File: config.mk
export PLATFORM = sky130hd
export DESIGN_NAME = lte_dw_dfe_xant_deserializer_flat
export DESIGN_NICKNAME = d
export VERILOG_FILES = /design/src/rtl/lte_dw_dfe_xant_deserializer_if.sv /design/src/rtl/lte_dw_dfe_xant_deserializer.sv /design/src/flat_wrapper.sv
export SDC_FILE = /design/constraint.sdc
export NUM_CORES = 1
export LEC_CHECK = 0
export BUFFER_PORTS_ARGS = -buffer_cell sky130_fd_sc_hd__buf_4
export CAP_MARGIN = 20
export CORE_ASPECT_RATIO = 1.4
export CORE_UTILIZATION = 35
export CTS_CLUSTER_DIAMETER = 200
export DETAILED_ROUTE_END_ITERATION = 8
export MAX_ROUTING_LAYER = met4
export PLACE_DENSITY = 0.68
export SYNTH_ARGS = -nofsm -noshare
export SYNTH_HDL_FRONTEND = slang
export SYNTH_SLANG_ARGS = --single-unit
File: constraint.sdc
create_clock -name sys_clk_491p52 -period 6.1 [get_ports sys_clk_491p52]
set_input_delay 0.61 -clock sys_clk_491p52 [delete_from_list [all_inputs] [get_ports sys_clk_491p52]]
set_output_delay 0.61 -clock sys_clk_491p52 [all_outputs]
set_load 0.01 [all_outputs]
File: src/rtl/lte_dw_dfe_xant_deserializer_if.sv
// Purpose : bundles the serial word stream from the antenna-switch stage and the
//           paired IQ sample stream out of the deserializer.
// Ports   : i_mod_sel/i_fram/i_xant/i_data (upstream -> deserializer),
//           o_vld/o_sof/o_ant/o_data/o_align/o_err/o_err_cnt (deserializer -> downstream).
// Modports: master = upstream word source / downstream observer, slave = deserializer.
interface lte_dw_dfe_xant_deserializer_if #(
  parameter int NUM_ANT_W = 3,
  parameter int ERR_CNT_W = 16
);
  logic [1:0]           i_mod_sel;
  logic                 i_fram;
  logic                 i_xant;
  logic [15:0]          i_data;
  logic                 o_vld;
  logic                 o_sof;
  logic [NUM_ANT_W-1:0] o_ant;
  logic [31:0]          o_data;
  logic                 o_align;
  logic                 o_err;
  logic [ERR_CNT_W-1:0] o_err_cnt;

  modport master (
    output i_mod_sel, i_fram, i_xant, i_data,
    input  o_vld, o_sof, o_ant, o_data, o_align, o_err, o_err_cnt
  );

  modport slave (
    input  i_mod_sel, i_fram, i_xant, i_data,
    output o_vld, o_sof, o_ant, o_data, o_align, o_err, o_err_cnt
  );
endinterface

File: src/rtl/lte_dw_dfe_xant_deserializer.sv
// Purpose : re-pairs serial Q/I words into 32-bit IQ samples tagged with antenna index,
//           checks the antenna-block period against the bandwidth mode.
// Latency : 1 cycle from the I word to o_vld.
// Backpressure: none; the word stream is free-running and must be consumed every cycle.
// Ports   : sys_clk_491p52, sys_rst_491p52 (sync, active-high), bus (slave modport:
//           i_mod_sel/i_fram/i_xant/i_data in, o_vld/o_sof/o_ant/o_data/o_align/o_err/o_err_cnt out).
// Option  : define LTE_DW_XANT_DES_STAT_EN to build the saturating violation counter;
//           otherwise o_err_cnt is tied to zero.
module lte_dw_dfe_xant_deserializer #(
  parameter int NUM_ANT_W = 3,
  parameter int ERR_CNT_W = 16
) (
  input  logic                          sys_clk_491p52,
  input  logic                          sys_rst_491p52,
  lte_dw_dfe_xant_deserializer_if.slave bus
);

  typedef enum logic {
    ST_IDLE = 1'b0,
    ST_RUN  = 1'b1
  } state_t;

  state_t      state;
  logic [5:0]  word_cnt;   // index of the last accepted word within its block
  logic [5:0]  period_m1;  // block period minus one
  logic [15:0] q_hold;
  logic        sof_pend;   // first sample of the frame not yet emitted

  logic [5:0]  cnt_inc;
  logic [5:0]  cur_idx;    // index of the word presented this cycle
  logic        early_viol;
  logic        late_viol;
  logic        viol;

  function automatic logic [5:0] period_m1_of(input logic [1:0] sel);
    case (sel)
      2'd0:       return 6'd63;
      2'd1, 2'd2: return 6'd31;
      default:    return 6'd15;
    endcase
  endfunction

  always_comb begin
    cnt_inc    = (word_cnt == period_m1) ? 6'd0 : word_cnt + 6'd1;
    cur_idx    = (bus.i_fram || bus.i_xant) ? 6'd0 : cnt_inc;
    // A frame head overrides any boundary check on the same cycle.
    early_viol = (state == ST_RUN) && !bus.i_fram && bus.i_xant && (word_cnt != period_m1);
    late_viol  = (state == ST_RUN) && !bus.i_fram && !bus.i_xant && (word_cnt == period_m1);
    viol       = early_viol || late_viol;
  end

  always_ff @(posedge sys_clk_491p52) begin
    if (sys_rst_491p52) begin
      state       <= ST_IDLE;
      word_cnt    <= 6'd0;
      period_m1   <= 6'd15;
      q_hold      <= 16'd0;
      sof_pend    <= 1'b0;
      bus.o_vld   <= 1'b0;
      bus.o_sof   <= 1'b0;
      bus.o_ant   <= '0;
      bus.o_data  <= 32'd0;
      bus.o_align <= 1'b0;
      bus.o_err   <= 1'b0;
    end else begin
      bus.o_vld <= 1'b0;
      bus.o_sof <= 1'b0;
      bus.o_err <= 1'b0;
      if (bus.i_fram) begin
        // Restart from any state; the frame head word is always a Q word.
        state       <= ST_RUN;
        bus.o_align <= 1'b1;
        period_m1   <= period_m1_of(bus.i_mod_sel);
        word_cnt    <= 6'd0;
        q_hold      <= bus.i_data;
        sof_pend    <= 1'b1;
      end else if (state == ST_RUN) begin
        if (viol) begin
          // Drop out of alignment; any held Q is abandoned.
          state       <= ST_IDLE;
          bus.o_align <= 1'b0;
          bus.o_err   <= 1'b1;
          sof_pend    <= 1'b0;
        end else begin
          word_cnt <= cur_idx;
          if (!cur_idx[0]) begin
            q_hold <= bus.i_data;
          end else begin
            bus.o_vld  <= 1'b1;
            bus.o_sof  <= sof_pend;
            sof_pend   <= 1'b0;
            bus.o_ant  <= cur_idx[NUM_ANT_W:1];
            bus.o_data <= {bus.i_data, q_hold};
          end
        end
      end
    end
  end

`ifdef LTE_DW_XANT_DES_STAT_EN
  logic [ERR_CNT_W-1:0] err_cnt;

  always_ff @(posedge sys_clk_491p52) begin
    if (sys_rst_491p52) begin
      err_cnt <= '0;
    end else if (viol && !(&err_cnt)) begin
      err_cnt <= err_cnt + 1'b1;
    end
  end

  assign bus.o_err_cnt = err_cnt;
`else
  assign bus.o_err_cnt = {ERR_CNT_W{1'b0}};
`endif

endmodule

File: src/flat_wrapper.sv
// flat-port wrapper written by rule: the top's interface ports become plain ports
module lte_dw_dfe_xant_deserializer_flat 
#(
  parameter int NUM_ANT_W = 3,
  parameter int ERR_CNT_W = 16
)
  (sys_clk_491p52, sys_rst_491p52, bus_i_mod_sel, bus_i_fram, bus_i_xant, bus_i_data, bus_o_vld, bus_o_sof, bus_o_ant, bus_o_data, bus_o_align, bus_o_err, bus_o_err_cnt);
  lte_dw_dfe_xant_deserializer_if #(.NUM_ANT_W(NUM_ANT_W), .ERR_CNT_W(ERR_CNT_W)) bus_i ();
  input  logic sys_clk_491p52;
  input  logic sys_rst_491p52;
  input wire logic [$bits(bus_i.i_mod_sel)-1:0] bus_i_mod_sel;
  input wire logic [$bits(bus_i.i_fram)-1:0] bus_i_fram;
  input wire logic [$bits(bus_i.i_xant)-1:0] bus_i_xant;
  input wire logic [$bits(bus_i.i_data)-1:0] bus_i_data;
  output wire logic [$bits(bus_i.o_vld)-1:0] bus_o_vld;
  output wire logic [$bits(bus_i.o_sof)-1:0] bus_o_sof;
  output wire logic [$bits(bus_i.o_ant)-1:0] bus_o_ant;
  output wire logic [$bits(bus_i.o_data)-1:0] bus_o_data;
  output wire logic [$bits(bus_i.o_align)-1:0] bus_o_align;
  output wire logic [$bits(bus_i.o_err)-1:0] bus_o_err;
  output wire logic [$bits(bus_i.o_err_cnt)-1:0] bus_o_err_cnt;
  assign bus_i.i_mod_sel = bus_i_mod_sel;
  assign bus_i.i_fram = bus_i_fram;
  assign bus_i.i_xant = bus_i_xant;
  assign bus_i.i_data = bus_i_data;
  assign bus_o_vld = bus_i.o_vld;
  assign bus_o_sof = bus_i.o_sof;
  assign bus_o_ant = bus_i.o_ant;
  assign bus_o_data = bus_i.o_data;
  assign bus_o_align = bus_i.o_align;
  assign bus_o_err = bus_i.o_err;
  assign bus_o_err_cnt = bus_i.o_err_cnt;
  lte_dw_dfe_xant_deserializer #(.NUM_ANT_W(NUM_ANT_W), .ERR_CNT_W(ERR_CNT_W)) u_core (.sys_clk_491p52(sys_clk_491p52), .sys_rst_491p52(sys_rst_491p52), .bus(bus_i));
endmodule
==> flow_summary_export.csv, run 1 <==
group,metric,value,unit
setup_path,critPathArrivalTime,2.76,ns
setup_path,critical_path_required,6.30,ns
route,ant_nets,0,
floorplan,rows,36,
route,routed_wl,5600,um
pwr,p_leak,1.39,nW
setup_path,endpoint_kind,"register",
yosys,ys_seq_area_share,50.4,%
floorplan,die_height,104,um
floorplan,die_area,7730,um2
yosys,synth_edf_count,0,
yosys,synth_top_area_share,50.4,%
yosys,synthArstFlopShare,0,%
global_routing,gr-total-overflow,0,
global_routing,grt_use_total,16.4,%
min_path,min_from,"u_core.q_hold[6]",
floorplan,die_w,74.6,um
route,drc,0,
sta,slew_headroom,57.7,%
pwr,powerDensity,274,nW/um2
yosys,post-synth-top-area-cell,"dfxtp_1",
floorplan,initial_core_util,36.5,%
setup_path,reg2reg_depth,7,
sta,timing.setup.tns,0,ns
layout,synthToLayoutAreaGrowth,25.5,%
min_path,hold_path_class,"register to register",
place,dp.cells,435,
yosys,synth.most_common_cell,"nand2_1",
yosys,synth-seq-cells,65,
sta,layout_worst_path_cycle_share,42.0,%
floorplan,core_area,7070,um2
yosys,ys_top_cells_by_area,"dfxtp_1, nand2_1, mux2i_1",
clock_network,cts_tree,"built",
yosys,postSynthAreaPerCell,8.70,um2
layout,n_antenna_cell,0,
sta,period_needed,2.56,ns
route,vias,2117,
place,port_buffers,60,
yosys,postSynthCellCount,297,
place,routabilityCongestion,0.873,
clock_network,clkTransAtPathRegs,0.07,ns
clock_network,cts_buffers,9,
setup_path,reg2reg_from,"u_core.word_cnt[0]",
setup_path,critPathLaunch,"u_core.word_cnt[0]",
yosys,synth.distinct_cells,39,
setup_path,critPathMaxFanout,10,
sta,setup_viol,0,
clock_network,clk_latency,0.33,ns
status,status,"finished, final reports clean",
clock_network,clockBufferDepth,2,
layout,nets,375,
sta,worst_pin_slew,0.626,ns
clock_network,cts_resized,0,
clock_network,cts.sinks,65,
yosys,syn_area,2580,um2
route,via_per_inst,4.68,
pwr,peakVddDrop,0.154,mV
global_routing,grt_max_degree,62,
clock_network,clockRootBuffer,"clkbuf_8",
setup_path,start_kind,"register",
place,dpl.hpwl,3750,um
setup_path,worstReg2RegEnd,"u_core.q_hold[13]",
setup_path,crit_type,"register to register",
layout,finalNonFillerCells,452,
setup_path,r2r_slack,3.54,ns
sta,rsz0062_at_grt,"no",
sta,finClkSkew,0.00645,ns
clock_network,cts_hold_buf,0,
global_routing,antenna_found_initial,0,
route,drtIter0Drc,201,
global_routing,grt_pass1_vias,1950,
yosys,synth_top_flop_cell,"dfxtp_1",
route,routedWlPerCell,12.4,um
min_path,hold_end,"u_core.bus.o_data[6]",
global_routing,grt_pass1_wl,9380,um
sta,hold_viol,0,
route,first_pass_iters,4,
clock_network,htreeDepth,3,
min_path,min_path_cells,2,
sta,max_clock_freq,0.390,GHz
job,drv_cap,0,
floorplan,ios,77,
sta,slew_viol_final,0,
clock_network,post_cts_buffers,0,
yosys,ys_top_cells_by_count,"nand2_1, dfxtp_1, a21oi_1",
layout,n_fill_cell,716,
yosys,yosys_warnings,0,
layout,drive_gt1_share,22.7,%
==> state kept, by name, summed over array words and instances (netlist names) <==
register,cells
u_core.bus.o_data,32
u_core.q_hold,16
u_core.word_cnt,6
u_core.bus.o_ant,3
u_core.period_m1,2
u_core.bus.o_align,1
u_core.bus.o_err,1
u_core.bus.o_sof,1
u_core.bus.o_vld,1
u_core.sof_pend,1
u_core.state,1
==> cell type report <==
class                           count  area (um2)  area share (%)
Clock buffer                       12         165            5.09
Clock inverter                      4        50.0            1.54
Inverter                            1        3.75           0.116
Multi-Input combinational cell    212        1130            34.8
Sequential cell                    65        1300            40.1
Tap cell                           95         119            3.67
Timing Repair Buffer               63         477            14.7
==> how the worst max path moves through the flow <==
stage | slack (ns) | to | depth (start not counted)
after global routing | 3.36 | u_core.q_hold[1] | 7
after floorplan | 3.85 | u_core.q_hold[0] | 8
after detailed placement | 3.35 | u_core.q_hold[7] | 6
final | 3.54 | u_core.q_hold[13] | 7
after CTS | 3.31 | u_core.q_hold[10] | 6
after global placement | 3.41 | u_core.q_hold[4] | 6
==> critical path, cell delays in order (launching register included) <==
cell and delay (ns):
dfxtp_1 0.38, ha_1 0.27, nand3_2 0.12, or3_1 0.52
a311oi_4 0.63, buf_6 0.26, mux2i_1 0.20, nor2_1 0.05
==> logic make-up after synthesis <==
group	count (synthesis)	synth area share, %
AO/OA/AOI/OAI	46	11.0
XOR/XNOR	5	1.69
adder cells (fa/ha/maj)	1	0.484
buffers and inverters	35	8.18
flip-flops	65	50.4
multiplexers	18	6.97
other	1	0.145
AND/OR/NAND/NOR	126	21.1
==> routing by layer <==
metal	global-route usage, %	part of all wire, %
met5	-	0
met3	4.47	4.2
met4	7.82	2.0
met1	20.4	44
met2	24.2	50
==> per-stage QoR <==
step	cell area [um2]	total power, mW	setup slack, ns	hold WS (ns)	util (%)
6_report	3240	0.887	3.54	0.454	45.9
5_1_grt	3240	0.928	3.36	0.463	45.9
4_1_cts	3230	0.900	3.31	0.457	45.7
3_5_place_dp	3020	0.513	3.35	0.446	42.7
3_3_place_gp	3020	0.512	3.41	0.439	42.7
2_1_floorplan	2640	0.496	3.85	0.431	-
==> power breakdown <==
group | switching (mW) | total [mW] | internal, mW
Clock | 0.162 | 0.383 | 0.222
Combinational | 0.0359 | 0.0620 | 0.0261
Sequential | 0.00675 | 0.442 | 0.436
Total | 0.204 | 0.887 | 0.683
==> cells in the final DEF (no fill, tap or decap), types with 2 or more instances in the layout <==
cell,count
mux2i_1,18
nand3_1,2
clkbuf_8,12
nor4_1,2
nand4_1,2
and3_1,5
nor3_1,2
nor2_1,29
a32o_1,2
a21oi_1,35
nand2_1,73
and3b_1,2
clkinvlp_4,2
and2_1,2
buf_4,62
conb_1,16
dfxtp_1,65
xor2_1,4
Note: power is estimated with default switching activity, not from simulation.
==> run 2: changes to the inputs <==
--- a/config.mk
+++ b/config.mk
@@ -5,6 +5,7 @@
 export SDC_FILE = /design/constraint.sdc
 export NUM_CORES = 1
 export LEC_CHECK = 0
+export ABC_AREA = 1
 export BUFFER_PORTS_ARGS = -buffer_cell sky130_fd_sc_hd__buf_4
 export CAP_MARGIN = 20
 export CORE_ASPECT_RATIO = 1.4
@@ -12,7 +13,7 @@
 export CTS_CLUSTER_DIAMETER = 200
 export DETAILED_ROUTE_END_ITERATION = 8
 export MAX_ROUTING_LAYER = met4
-export PLACE_DENSITY = 0.68
+export PLACE_DENSITY = 0.69
 export SYNTH_ARGS = -nofsm -noshare
 export SYNTH_HDL_FRONTEND = slang
 export SYNTH_SLANG_ARGS = --single-unit
==> constraint.sdc (replaced) <==
create_clock -name sys_clk_491p52 -period 2.35 [get_ports sys_clk_491p52]
set_input_delay 0.235 -clock sys_clk_491p52 [delete_from_list [all_inputs] [get_ports sys_clk_491p52]]
set_output_delay 0.235 -clock sys_clk_491p52 [all_outputs]
set_load 0.01 [all_outputs]
==> run 2 against run 1 <==
Net effect: clock skew hardly changed; non-clock buffer count grew 2; cell area increased by 13%; critical path type unchanged.
==> flow_summary_export.csv, run 2 <==
group,metric,value,unit
sta,worst_pin_slew,0.784,ns
job,drv_cap,0,
layout,synthToLayoutAreaGrowth,23.9,%
sta,slew_headroom,47.4,%
floorplan,die_w,79.6,um
floorplan,die_height,111,um
global_routing,antenna_found_initial,0,
clock_network,cts_hold_buf,0,
sta,period_needed,1.99,ns
floorplan,rows,39,
status,status,"finished, final reports clean",
layout,layout_common_cells,"nor2_1, buf_4, dfxtp_1, nand2_1, inv_1",
yosys,synth_edf_count,0,
yosys,yosys_warnings,0,
layout,final_common_cell,"nor2_1",
floorplan,ios,77,
place,port_buffers,60,
global_routing,grtUsageMet2,26.8,%
setup_path,critPathArrivalTime,2.20,ns
yosys,synthArstFlopShare,0,%
sta,max_clock_freq,0.503,GHz
layout,design_area,3660,um2
floorplan,core_area,8150,um2
clock_network,clockBufferDepth,2,
place,dp.cells,564,
sta,setup_viol,0,
yosys,postSynthCellCount,416,
setup_path,start_kind,"register",
layout,finish.utilization,44.9,%
setup_path,endpoint_kind,"register",
place,place_ws,0.377,ns
layout,top_regs,"u_core.bus.o_data x32, u_core.q_hold x16, u_core.word_cnt x6",
sta,layout_worst_path_cycle_share,84.5,%
layout,drive_gt1_share,21.4,%
pwr,p_total,2.70,mW
sta,timing.setup.tns,0,ns
global_routing,grtUsageMet1,20.3,%
setup_path,crit_type,"register to register",
sta,rsz0062_at_grt,"no",
pwr,p_leak,1.91,nW
layout,nets,496,
place,dpl.hpwl,4880,um
layout,top_register,"u_core.bus.o_data",
clock_network,cts_buffers,9,
route,first_pass_iters,4,
yosys,synth_top_flop_cell,"dfxtp_1",
yosys,ys_seq_area_share,44.1,%
clock_network,cts_tree,"built",
yosys,synth.most_common_cell,"nor2_1",
route,routedWlPerCell,11.5,um
layout,largest_reg_flops,32,
sta,hold_viol,0,
yosys,synth-seq-cells,65,
sta,slew_viol_final,0,
yosys,synth.distinct_cells,26,
clock_network,clockRootBuffer,"clkbuf_16",
place,place_area,3390,um2
global_routing,grt_pass1_vias,2488,
global_routing,grt_use_total,17.2,%
route,routed_wl,6690,um
clock_network,clk_latency,0.33,ns
sta,finClkSkew,0.00678,ns
yosys,synth_top_area_share,44.1,%
yosys,postSynthAreaPerCell,7.10,um2
clock_network,cts_resized,0,
setup_path,critPathMaxFanout,24,
route,vias,2604,
yosys,ys_top_cells_by_area,"dfxtp_1, nor2_1, nand2_1",
floorplan,initial_core_util,36.2,%
route,ant_nets,0,
clock_network,htreeDepth,3,
global_routing,gr-total-overflow,0,
global_routing,use_met3,4.03,%
global_routing,top_usage_layer,"met2",
route,via_per_inst,4.50,
pwr,peakVddDrop,0.402,mV
global_routing,grt_max_degree,33,
pwr,powerDensity,737,nW/um2
sta,holdWs,0.106,ns
layout,finalNonFillerCells,579,
clock_network,cts.sinks,65,
yosys,ys_top_cells_by_count,"nor2_1, dfxtp_1, nand2_1",
global_routing,grt_pass1_wl,11500,um
route,drtIter0Drc,194,
floorplan,die_area,8810,um2
clock_network,post_cts_buffers,0,
min_path,hold_path_class,"primary input to register",
place,routabilityCongestion,0.839,
layout,n_antenna_cell,0,
setup_path,critical_path_required,2.56,ns
sta,worst_slack,0.363,ns
yosys,post-synth-top-area-cell,"dfxtp_1",
route,drc,0,
yosys,syn_area,2950,um2
clock_network,clkTransAtPathRegs,0.05,ns
-- run 2: critical path, stage by stage, from the launching register on --
cell	delay, ns
dfxtp_1	0.34
ha_1	0.24
nand2_1	0.12
nor2_4	0.06
nand3_4	0.12
nand3_4	0.23
nor2_8	0.30
inv_2	0.06
buf_4	0.21
nor2_1	0.11
nor2_1	0.06
-- run 2: power breakdown --
part / switching [mW] / internal (mW) / total (mW)
sequential: 0.0337 / 1.17 / 1.20
combinational: 0.185 / 0.122 / 0.307
clock: 0.458 / 0.732 / 1.19
-- run 2: logic make-up (layout without fill, tap and decap cells) --
kind of cell,after synthesis,count (layout),share of synthesized area (%)
flops,65,65,44.1
simple gates,201,201,30.8
fa+ha+maj,1,1,0.424
xor+xnor,1,1,0.297
other cells,1,16,0.127
buf+inv,100,146,16.2
compound gates,47,47,8.14
-- run 2: final timing paths --
kind	from	to	slack [ns]	cells past startpoint
setup reg to reg	u_core.word_cnt[0]	u_core.bus.o_data[6]	0.36	10
hold reg to reg	u_core.sof_pend	u_core.bus.o_sof	0.45	2
hold / removal	sys_rst_491p52	u_core.period_m1[5]	0.11	2
setup / recovery	u_core.word_cnt[0]	u_core.bus.o_data[6]	0.36	10
-- run 2: per-layer routing --
layer | part of all wire, % | vias up
li1 | - | 1355
met1 | 44 | 1159
met2 | 49 | 77
met3 | 4.4 | 13
met4 | 2.6 | 0
met5 | 0 | -
-- run 2: area by class of cell --
cell class                      count  area, um2
Fill cell                         836       4490
Inverter                           66        248
Clock buffer                       12        246
Timing Repair Buffer               65        488
Tap cell                          102        128
Clock inverter                      3       17.5
Sequential cell                    65       1300
Multi-Input combinational cell    266       1230
